File: config.mk
export PLATFORM = sky130hd
export DESIGN_NAME = if_id_hazard_flat
export DESIGN_NICKNAME = d
export VERILOG_FILES = /design/src/rtl/if_id_hazard_if.sv /design/src/rtl/if_id_hazard.sv /design/src/flat_wrapper.sv
export SDC_FILE = /design/constraint.sdc
export NUM_CORES = 1
export LEC_CHECK = 0
export CORE_MARGIN = 1.5
export CORE_UTILIZATION = 40
export CTS_CLUSTER_SIZE = 24
export DETAILED_ROUTE_END_ITERATION = 6
export PLACE_DENSITY = 0.81
export SLEW_MARGIN = 20
export SYNTH_ARGS = -nofsm -noshare
export SYNTH_HDL_FRONTEND = slang
export SYNTH_SLANG_ARGS = --single-unit
File: constraint.sdc
create_clock -name clk -period 4.4 [get_ports clk]
set_input_delay 1.32 -clock clk [delete_from_list [all_inputs] [get_ports clk]]
set_output_delay 1.32 -clock clk [all_outputs]
set_load 0.02 [all_outputs]
File: src/rtl/if_id_hazard_if.sv
// IF/ID hazard unit bus: groups every fetch-side, hazard-input and ID-side signal of
// if_id_hazard. Clock and reset stay as plain module ports.
//   master : the surrounding pipeline (drives IF/EX/MEM info, observes ID/control).
//   slave  : the if_id_hazard block itself.
// Optional feature macro: HAZARD_STATS_EN adds the stallCount/flushCount counters.
// When it is defined, CNT_W must match the CNT_W of the connected if_id_hazard.
interface if_id_hazard_if
`ifdef HAZARD_STATS_EN
  #(parameter int unsigned CNT_W = 16)
`endif
  ;
  logic [31:0] pcAdd4IF;
  logic [31:0] instructionIF;
  logic        branchEqID;
  logic        branchNeID;
  logic        jumpID;
  logic        regsEqualID;
  logic        memReadEX;
  logic        regWriteEX;
  logic [4:0]  writeRegEX;
  logic        memReadMEM;
  logic [4:0]  writeRegMEM;
  logic [31:0] pcAdd4ID;
  logic [31:0] instructionID;
  logic        validID;
  logic        pcWrite;
  logic        idexBubble;
  logic        ifFlush;
`ifdef HAZARD_STATS_EN
  logic [CNT_W-1:0] stallCount;
  logic [CNT_W-1:0] flushCount;
`endif

  modport master (
    output pcAdd4IF, instructionIF, branchEqID, branchNeID, jumpID, regsEqualID,
    output memReadEX, regWriteEX, writeRegEX, memReadMEM, writeRegMEM,
    input  pcAdd4ID, instructionID, validID, pcWrite, idexBubble, ifFlush
`ifdef HAZARD_STATS_EN
    ,
    input  stallCount, flushCount
`endif
  );

  modport slave (
    input  pcAdd4IF, instructionIF, branchEqID, branchNeID, jumpID, regsEqualID,
    input  memReadEX, regWriteEX, writeRegEX, memReadMEM, writeRegMEM,
    output pcAdd4ID, instructionID, validID, pcWrite, idexBubble, ifFlush
`ifdef HAZARD_STATS_EN
    ,
    output stallCount, flushCount
`endif
  );
endinterface

File: src/rtl/if_id_hazard.sv
// IF/ID pipeline register plus ID-stage hazard/stall/flush control for a 5-stage MIPS.
// Latches the fetched instruction and PC+4, detects load-use and branch-operand hazards,
// freezes PC and IF/ID on a stall, requests an ID/EX bubble, and squashes the fetched
// slot when a branch/jump resolved in ID is taken.
// Ports:
//   clk    : rising-edge clock
//   rst_n  : asynchronous active-low reset
//   bus    : if_id_hazard_if.slave (fetch inputs, EX/MEM hazard info, ID outputs,
//            pcWrite / idexBubble / ifFlush, optional statistic counters)
// Optional feature macro: HAZARD_STATS_EN builds saturating stall/flush counters of
// width CNT_W (must equal the CNT_W of the connected interface instance).
module if_id_hazard #(
  parameter logic [31:0] NOP_INSTR = 32'h0000_0000
`ifdef HAZARD_STATS_EN
  ,
  parameter int unsigned CNT_W = 16
`endif
) (
  input logic           clk,
  input logic           rst_n,
  if_id_hazard_if.slave bus
);

  logic [31:0] pc_q;
  logic [31:0] instr_q;
  logic        valid_q;

  logic [4:0]  rs;
  logic [4:0]  rt;
  logic        is_branch;
  logic        load_use;
  logic        br_dep_ex;
  logic        br_load_mem;
  logic        stall;
  logic        taken;
  logic        flush;

  // Register $0 is hardwired, so it can never be a true dependency.
  function automatic logic reg_match(input logic [4:0] r, input logic [4:0] a,
                                     input logic [4:0] b);
    return (r != 5'd0) && ((r == a) || (r == b));
  endfunction

  always_comb begin
    rs          = instr_q[25:21];
    rt          = instr_q[20:16];
    is_branch   = bus.branchEqID | bus.branchNeID;
    load_use    = valid_q & bus.memReadEX & reg_match(bus.writeRegEX, rs, rt);
    br_dep_ex   = valid_q & is_branch & bus.regWriteEX & reg_match(bus.writeRegEX, rs, rt);
    // A load one stage further on still has no forwardable value for the ID comparator.
    br_load_mem = valid_q & is_branch & bus.memReadMEM & reg_match(bus.writeRegMEM, rs, rt);
    stall       = load_use | br_dep_ex | br_load_mem;
    taken       = bus.jumpID | (bus.branchEqID & bus.regsEqualID) |
                  (bus.branchNeID & ~bus.regsEqualID);
    // Branch operands are stale while stalled, so the outcome is not trusted yet.
    flush       = valid_q & taken & ~stall;
  end

  always_ff @(posedge clk or negedge rst_n) begin
    if (!rst_n) begin
      pc_q    <= 32'd0;
      instr_q <= 32'd0;
      valid_q <= 1'b0;
    end else if (stall) begin
      pc_q    <= pc_q;
      instr_q <= instr_q;
      valid_q <= valid_q;
    end else if (flush) begin
      pc_q    <= bus.pcAdd4IF;
      instr_q <= NOP_INSTR;
      valid_q <= 1'b0;
    end else begin
      pc_q    <= bus.pcAdd4IF;
      instr_q <= bus.instructionIF;
      valid_q <= 1'b1;
    end
  end

  assign bus.pcAdd4ID      = pc_q;
  assign bus.instructionID = instr_q;
  assign bus.validID       = valid_q;
  assign bus.pcWrite       = ~stall;
  assign bus.idexBubble    = stall;
  assign bus.ifFlush       = flush;

`ifdef HAZARD_STATS_EN
  localparam logic [CNT_W-1:0] CntOne = CNT_W'(1);

  logic [CNT_W-1:0] stall_cnt_q;
  logic [CNT_W-1:0] flush_cnt_q;

  // Both counters saturate at all-ones instead of wrapping.
  always_ff @(posedge clk or negedge rst_n) begin
    if (!rst_n) begin
      stall_cnt_q <= '0;
      flush_cnt_q <= '0;
    end else begin
      if (stall && !(&stall_cnt_q)) stall_cnt_q <= stall_cnt_q + CntOne;
      if (flush && !(&flush_cnt_q)) flush_cnt_q <= flush_cnt_q + CntOne;
    end
  end

  assign bus.stallCount = stall_cnt_q;
  assign bus.flushCount = flush_cnt_q;
`endif

endmodule

File: src/flat_wrapper.sv
// flat-port wrapper written by rule: the top's interface ports become plain ports
module if_id_hazard_flat 
#(
  parameter logic [31:0] NOP_INSTR = 32'h0000_0000

)
  (clk, rst_n, bus_pcAdd4IF, bus_instructionIF, bus_branchEqID, bus_branchNeID, bus_jumpID, bus_regsEqualID, bus_memReadEX, bus_regWriteEX, bus_writeRegEX, bus_memReadMEM, bus_writeRegMEM, bus_pcAdd4ID, bus_instructionID, bus_validID, bus_pcWrite, bus_idexBubble, bus_ifFlush);
  if_id_hazard_if bus_i ();
  input logic clk;
  input logic rst_n;
  input wire logic [$bits(bus_i.pcAdd4IF)-1:0] bus_pcAdd4IF;
  input wire logic [$bits(bus_i.instructionIF)-1:0] bus_instructionIF;
  input wire logic [$bits(bus_i.branchEqID)-1:0] bus_branchEqID;
  input wire logic [$bits(bus_i.branchNeID)-1:0] bus_branchNeID;
  input wire logic [$bits(bus_i.jumpID)-1:0] bus_jumpID;
  input wire logic [$bits(bus_i.regsEqualID)-1:0] bus_regsEqualID;
  input wire logic [$bits(bus_i.memReadEX)-1:0] bus_memReadEX;
  input wire logic [$bits(bus_i.regWriteEX)-1:0] bus_regWriteEX;
  input wire logic [$bits(bus_i.writeRegEX)-1:0] bus_writeRegEX;
  input wire logic [$bits(bus_i.memReadMEM)-1:0] bus_memReadMEM;
  input wire logic [$bits(bus_i.writeRegMEM)-1:0] bus_writeRegMEM;
  output wire logic [$bits(bus_i.pcAdd4ID)-1:0] bus_pcAdd4ID;
  output wire logic [$bits(bus_i.instructionID)-1:0] bus_instructionID;
  output wire logic [$bits(bus_i.validID)-1:0] bus_validID;
  output wire logic [$bits(bus_i.pcWrite)-1:0] bus_pcWrite;
  output wire logic [$bits(bus_i.idexBubble)-1:0] bus_idexBubble;
  output wire logic [$bits(bus_i.ifFlush)-1:0] bus_ifFlush;
  assign bus_i.pcAdd4IF = bus_pcAdd4IF;
  assign bus_i.instructionIF = bus_instructionIF;
  assign bus_i.branchEqID = bus_branchEqID;
  assign bus_i.branchNeID = bus_branchNeID;
  assign bus_i.jumpID = bus_jumpID;
  assign bus_i.regsEqualID = bus_regsEqualID;
  assign bus_i.memReadEX = bus_memReadEX;
  assign bus_i.regWriteEX = bus_regWriteEX;
  assign bus_i.writeRegEX = bus_writeRegEX;
  assign bus_i.memReadMEM = bus_memReadMEM;
  assign bus_i.writeRegMEM = bus_writeRegMEM;
  assign bus_pcAdd4ID = bus_i.pcAdd4ID;
  assign bus_instructionID = bus_i.instructionID;
  assign bus_validID = bus_i.validID;
  assign bus_pcWrite = bus_i.pcWrite;
  assign bus_idexBubble = bus_i.idexBubble;
  assign bus_ifFlush = bus_i.ifFlush;
  if_id_hazard #(.NOP_INSTR(NOP_INSTR)) u_core (.clk(clk), .rst_n(rst_n), .bus(bus_i));
endmodule
# Word level (Yosys, flattened, before mapping)
# Index checks and enable logic that the tools add are counted.
# classes
muxes	2
n_reduce_logical	6
n_eq_ne	4
n_bitwise	18
# ops
operator	n
two-way mux 32 bit	1
equality test 5 bit	4
AND 1 bit	11
nonzero test 5 bit	2
bitwise OR 1 bit	5
logical AND 1 bit	2
logical OR 1 bit	2
NOT 1 bit	2
two-way mux 1 bit	1
# totals
out_inout_bits	68
word_cells	33
in_bits	83
register_bits	65

# Logic depth before layout (Yosys ltp)
# logic_depth
word_depth	9
mapped_depth	7
mapped_depth_nobuf	5

# Worst setup path before layout
# Ideal clock, no wire load.
# synth_timing
kind	input-to-output
start	input bus_writeRegEX[0]
end	output bus_ifFlush
n_path_buf	2
cell_stages	6
arrival_time_ns	2.930
required_ns	3.080
slack_ns	0.150
path_cell_list	or4_1 > o22a_1 > a32oi_2 > buf_6 > buf_6 > and2_1
# synth_between
elab_chain_len	8
word_cells_on_any_way	11
classes_between	eq/ne (2); bitwise (6); reduce/logical (3)
# synth_lines
item	line	source
start, declared	flat_wrapper.sv:19	input wire logic [$bits(bus_i.writeRegEX)-1:0] bus_writeRegEX;
equality test 5 bit	if_id_hazard.sv:41	return (r != 5'd0) && ((r == a) || (r == b));
logical OR 1 bit	if_id_hazard.sv:41	
logical AND 1 bit (*)	if_id_hazard.sv:41	
AND 1 bit (on tied branches)	if_id_hazard.sv:48, if_id_hazard.sv:49	
bitwise OR 1 bit (*) (2 in a row)	if_id_hazard.sv:52	stall = load_use | br_dep_ex | br_load_mem;
NOT 1 bit (*)	-	
named net bus_pcWrite	flat_wrapper.sv:25	output wire logic [$bits(bus_i.pcWrite)-1:0] bus_pcWrite;
AND 1 bit (*)	if_id_hazard.sv:56	flush = valid_q & taken & ~stall;
end, declared	flat_wrapper.sv:27	output wire logic [$bits(bus_i.ifFlush)-1:0] bus_ifFlush;
# Mark *: on every way through the listed nets, which the timed path passes. The rest lies on a longest branch.

# Final worst setup path
# layout_timing
start	input bus_writeRegEX[0]
end	output bus_idexBubble
# layout_between
elab_chain_len	6
word_cells_on_any_way	9
classes_between	eq/ne (2); bitwise (4); reduce/logical (3)
# layout_lines
item	line	source
equality test 5 bit	if_id_hazard.sv:41	
logical OR 1 bit	if_id_hazard.sv:41	
logical AND 1 bit (*)	if_id_hazard.sv:41	
AND 1 bit (on tied branches)	if_id_hazard.sv:48, if_id_hazard.sv:49	
bitwise OR 1 bit (*) (2 in a row)	if_id_hazard.sv:52	
end, declared	flat_wrapper.sv:26	output wire logic [$bits(bus_i.idexBubble)-1:0] bus_idexBubble;
# Mark *: on every way between the ends. The rest lies on a longest branch, timed or not.

==> run metrics <==
routed len/inst 14.4 um; Core ar. 0.00718 mm^2; sequential-to-total area share from yosys stat 55.3%; I/O pin count 151; Power Density 395 mW/mm^2; f_max 232 MHz; die area 0.00787 mm^2; Pint 1.26 mW; LEAKAGE 2.25 nW; DR pass1 iterations 4; largest net degree at the start of global routing 50; setup TNS 0 ps; share of layout cells above drive strength 1 15.5%; Hold Buf Count CTS 0; Cells after DPL 496; Cell Chain, Critical Path clkdlybuf4s50_1 > or4_1 > o22a_1 > a32oi_4 > buf_6 > inv_1 > buf_4; slew margin rel. 50.0%; wire length of the first global-routing pass 11500 um; nets@finish 494; CP startpoint kind input port; Sw Ratio 32.7%; Routed WL 7370 um; Synth Warn # 0; initial antenna violation count 0; Initial Util 41.0%; combinational power share 37.4%; Die Wd 88.7 um; Reg clk slew, reported paths 60 ps; pre-CTS setup slack -526 ps; syn avg cell area 11.9 um^2; clock group share of total power 21.6%; post-route insts no fill 513; Synth Cell Area 0.00294 mm^2; final worst-path cycle share 97.8%; Via-to-Cell Ratio 4.59; endpoint class of the critical path output pin; max cap viols 0; Worst-Margin Slew 749 ps; peak supply drop 0.000220 V; # DRC 0; final setup vio count 0; Port Buf Inserts 150; net load switching power 614 uW; Yosys reg bits 65; CTS Sinks 65; Die H 88.7 um; status completed; Synth Net Count 330; FP Rows 31; fin. max-slew vios 0; gr usage total 19.4%; vias in the first global route 2457; slowest stage delay, CP 430 ps; post-route worst setup slack 98.2 ps; Req. time, crit path 3080 ps; Mapped Cells 247; hpwl dp 5470 um; critical path arrival 2980 ps; Worst path slowest cell clkdlybuf4s50_1; RSZ-0062 raised after global routing false; Antenna diodes 0; crit-path max FO 3; clk buf depth 2; HP Class register to register; Synth cell types 21; Worst-Skew Late Latency 330 ps; Vias 2355; area delta synth->final 61.6%; Clock Skew 11.1 ps; Post-DRT Antenna Nets 0; final count of hold timing violations 0; Reg power frac 41.0%; TritonCTS Buffers 9; iteration-0 DRC count of the detailed router 77; Clock Tree Root clkbuf_8; total global routing overflow 0; fin crit period 4300 ps; CTS tree yes; H-tree lvl count 3; Final GP Congestion 0.726; Crit Path Class input port to output pin
flip-flops by register name, indices dropped and copies added, names as in the netlist:
signal	cells
u_core.bus.pcAdd4ID	32
u_core.bus.validID	1
u_core.bus.instructionID	32
power groups by stage:
stage	sequential [mW]	clock (mW)	combinational, mW
3_5_place_dp	0.780	0	0.704
3_3_place_gp	0.774	0	0.690
2_1_floorplan	0.887	0	0.240
6_report	0.768	0.405	0.702
4_1_cts	0.770	0.420	0.710
5_1_grt	0.781	0.448	0.757
worst paths after layout:
check	startpoint	endpoint	slack [ps]	cells past startpoint
hold / removal	u_core.bus.pcAdd4ID[17]	u_core.bus.pcAdd4ID[17]	510	1
hold reg to reg	u_core.bus.pcAdd4ID[17]	u_core.bus.pcAdd4ID[17]	510	1
setup / recovery	bus_writeRegEX[0]	bus_idexBubble	100	7
max in group asynchronous	rst_n	u_core.bus.instructionID[6]	2540	2
min in group asynchronous	rst_n	u_core.bus.pcAdd4ID[5]	910	1
setup reg to reg	u_core.bus.instructionID[21]	u_core.bus.pcAdd4ID[10]	2120	6
cells by family (layout without fill, tap and decap cells):
family                 Yosys count  count (layout)  share of synthesized area (%)
AO/OA/AOI/OAI                    8               8                           2.13
XOR/XNOR                        20              20                           5.96
flip-flops                      65              65                           55.3
buffers and inverters           44             211                           6.89
AND/OR/NAND/NOR                 45              45                           6.17
multiplexers                    65              65                           23.5
placed cells by master (no fill, tap or decap):
cell             Yosys  layout
buf_6                3       1
o21ai_2              0       1
a32oi_4              0       1
dfrtp_1             65      65
mux2i_1             32      32
buf_4                4      14
mux2_2              33      33
clkinvlp_4           0       2
clkinv_2             0       1
o211ai_1             1       1
nand3_1              4       4
xnor2_1             20      20
dlymetal6s2s_1       0       3
o22ai_1              2       2
o22a_1               1       1
clkbuf_8             0       9
a21oi_1              1       1
clkbuf_1             3       2
nand2_1             37      37
or4_1                1       1
and2_1               1       1
inv_1               34      34
o21a_1               1       1
nor3_1               1       1
buf_2                0       2
clkdlybuf4s50_1      0     143
nor2_1               1       1
metrics by stage:
step / util [%] / area [um^2] / hold WS (ps) / total power, mW
after CTS: 66.1 / 4740 / 510 / 1.90
after global placement: 63.8 / 4580 / 489 / 1.46
final: 66.2 / 4750 / 505 / 1.87
after global routing: 66.2 / 4750 / 525 / 1.99
after floorplan: - / 2940 / 605 / 1.13
after detailed placement: 63.8 / 4580 / 495 / 1.48
routing by layer:
layer	global-route usage (%)	part of all wire, %	vias to the layer above
li1	-	-	1128
met1	23.2	40	1126
met2	33.3	51	91
met3	5.69	8.0	10
met4	7.10	1.1	0
met5	0	0	-
worst max-delay path: cells and delay by family:
kind	cells	cell delay, ps
buffers and inverters	4	740
AO/OA/AOI/OAI	2	510
AND/OR/NAND/NOR	1	410
cells in the mapped netlist (all sizes together):
library cell | instances | share of area (%)
buf | 7 | 2.2
a21oi | 1 | 0.17
o21ai | 1 | 0.17
clkbuf | 3 | 0.38
o22ai | 2 | 0.43
mux2 | 33 | 13
nand2 | 37 | 4.7
mux2i | 32 | 11
inv | 34 | 4.3
o211ai | 1 | 0.26
o21a | 1 | 0.26
nand3 | 4 | 0.68
dfrtp | 65 | 55
a32oi | 1 | 0.55
xnor2 | 20 | 6.0
nor2 | 1 | 0.13
or4 | 1 | 0.26
and2 | 1 | 0.21
o22a | 1 | 0.30
nor3 | 1 | 0.17
what timing repair did:
action                                  CTS  global route
endpoints found under the hold margin     0             0
gates resized for setup                  14             4
endpoints found under the setup margin    3             2
cloned                                    0             0
pin swaps                                 2             3
setup buffers                             3             0
cell type report:
type                            count  area (um^2)
Timing Repair Buffer              163         1600
Sequential cell                    65         1630
Tap cell                           99          124
Clock inverter                      3         20.0
Inverter                           34          128
Fill cell                         568         2420
Multi-Input combinational cell    138         1130
Clock buffer                       11          131
(Power assumes the default switching activity.)
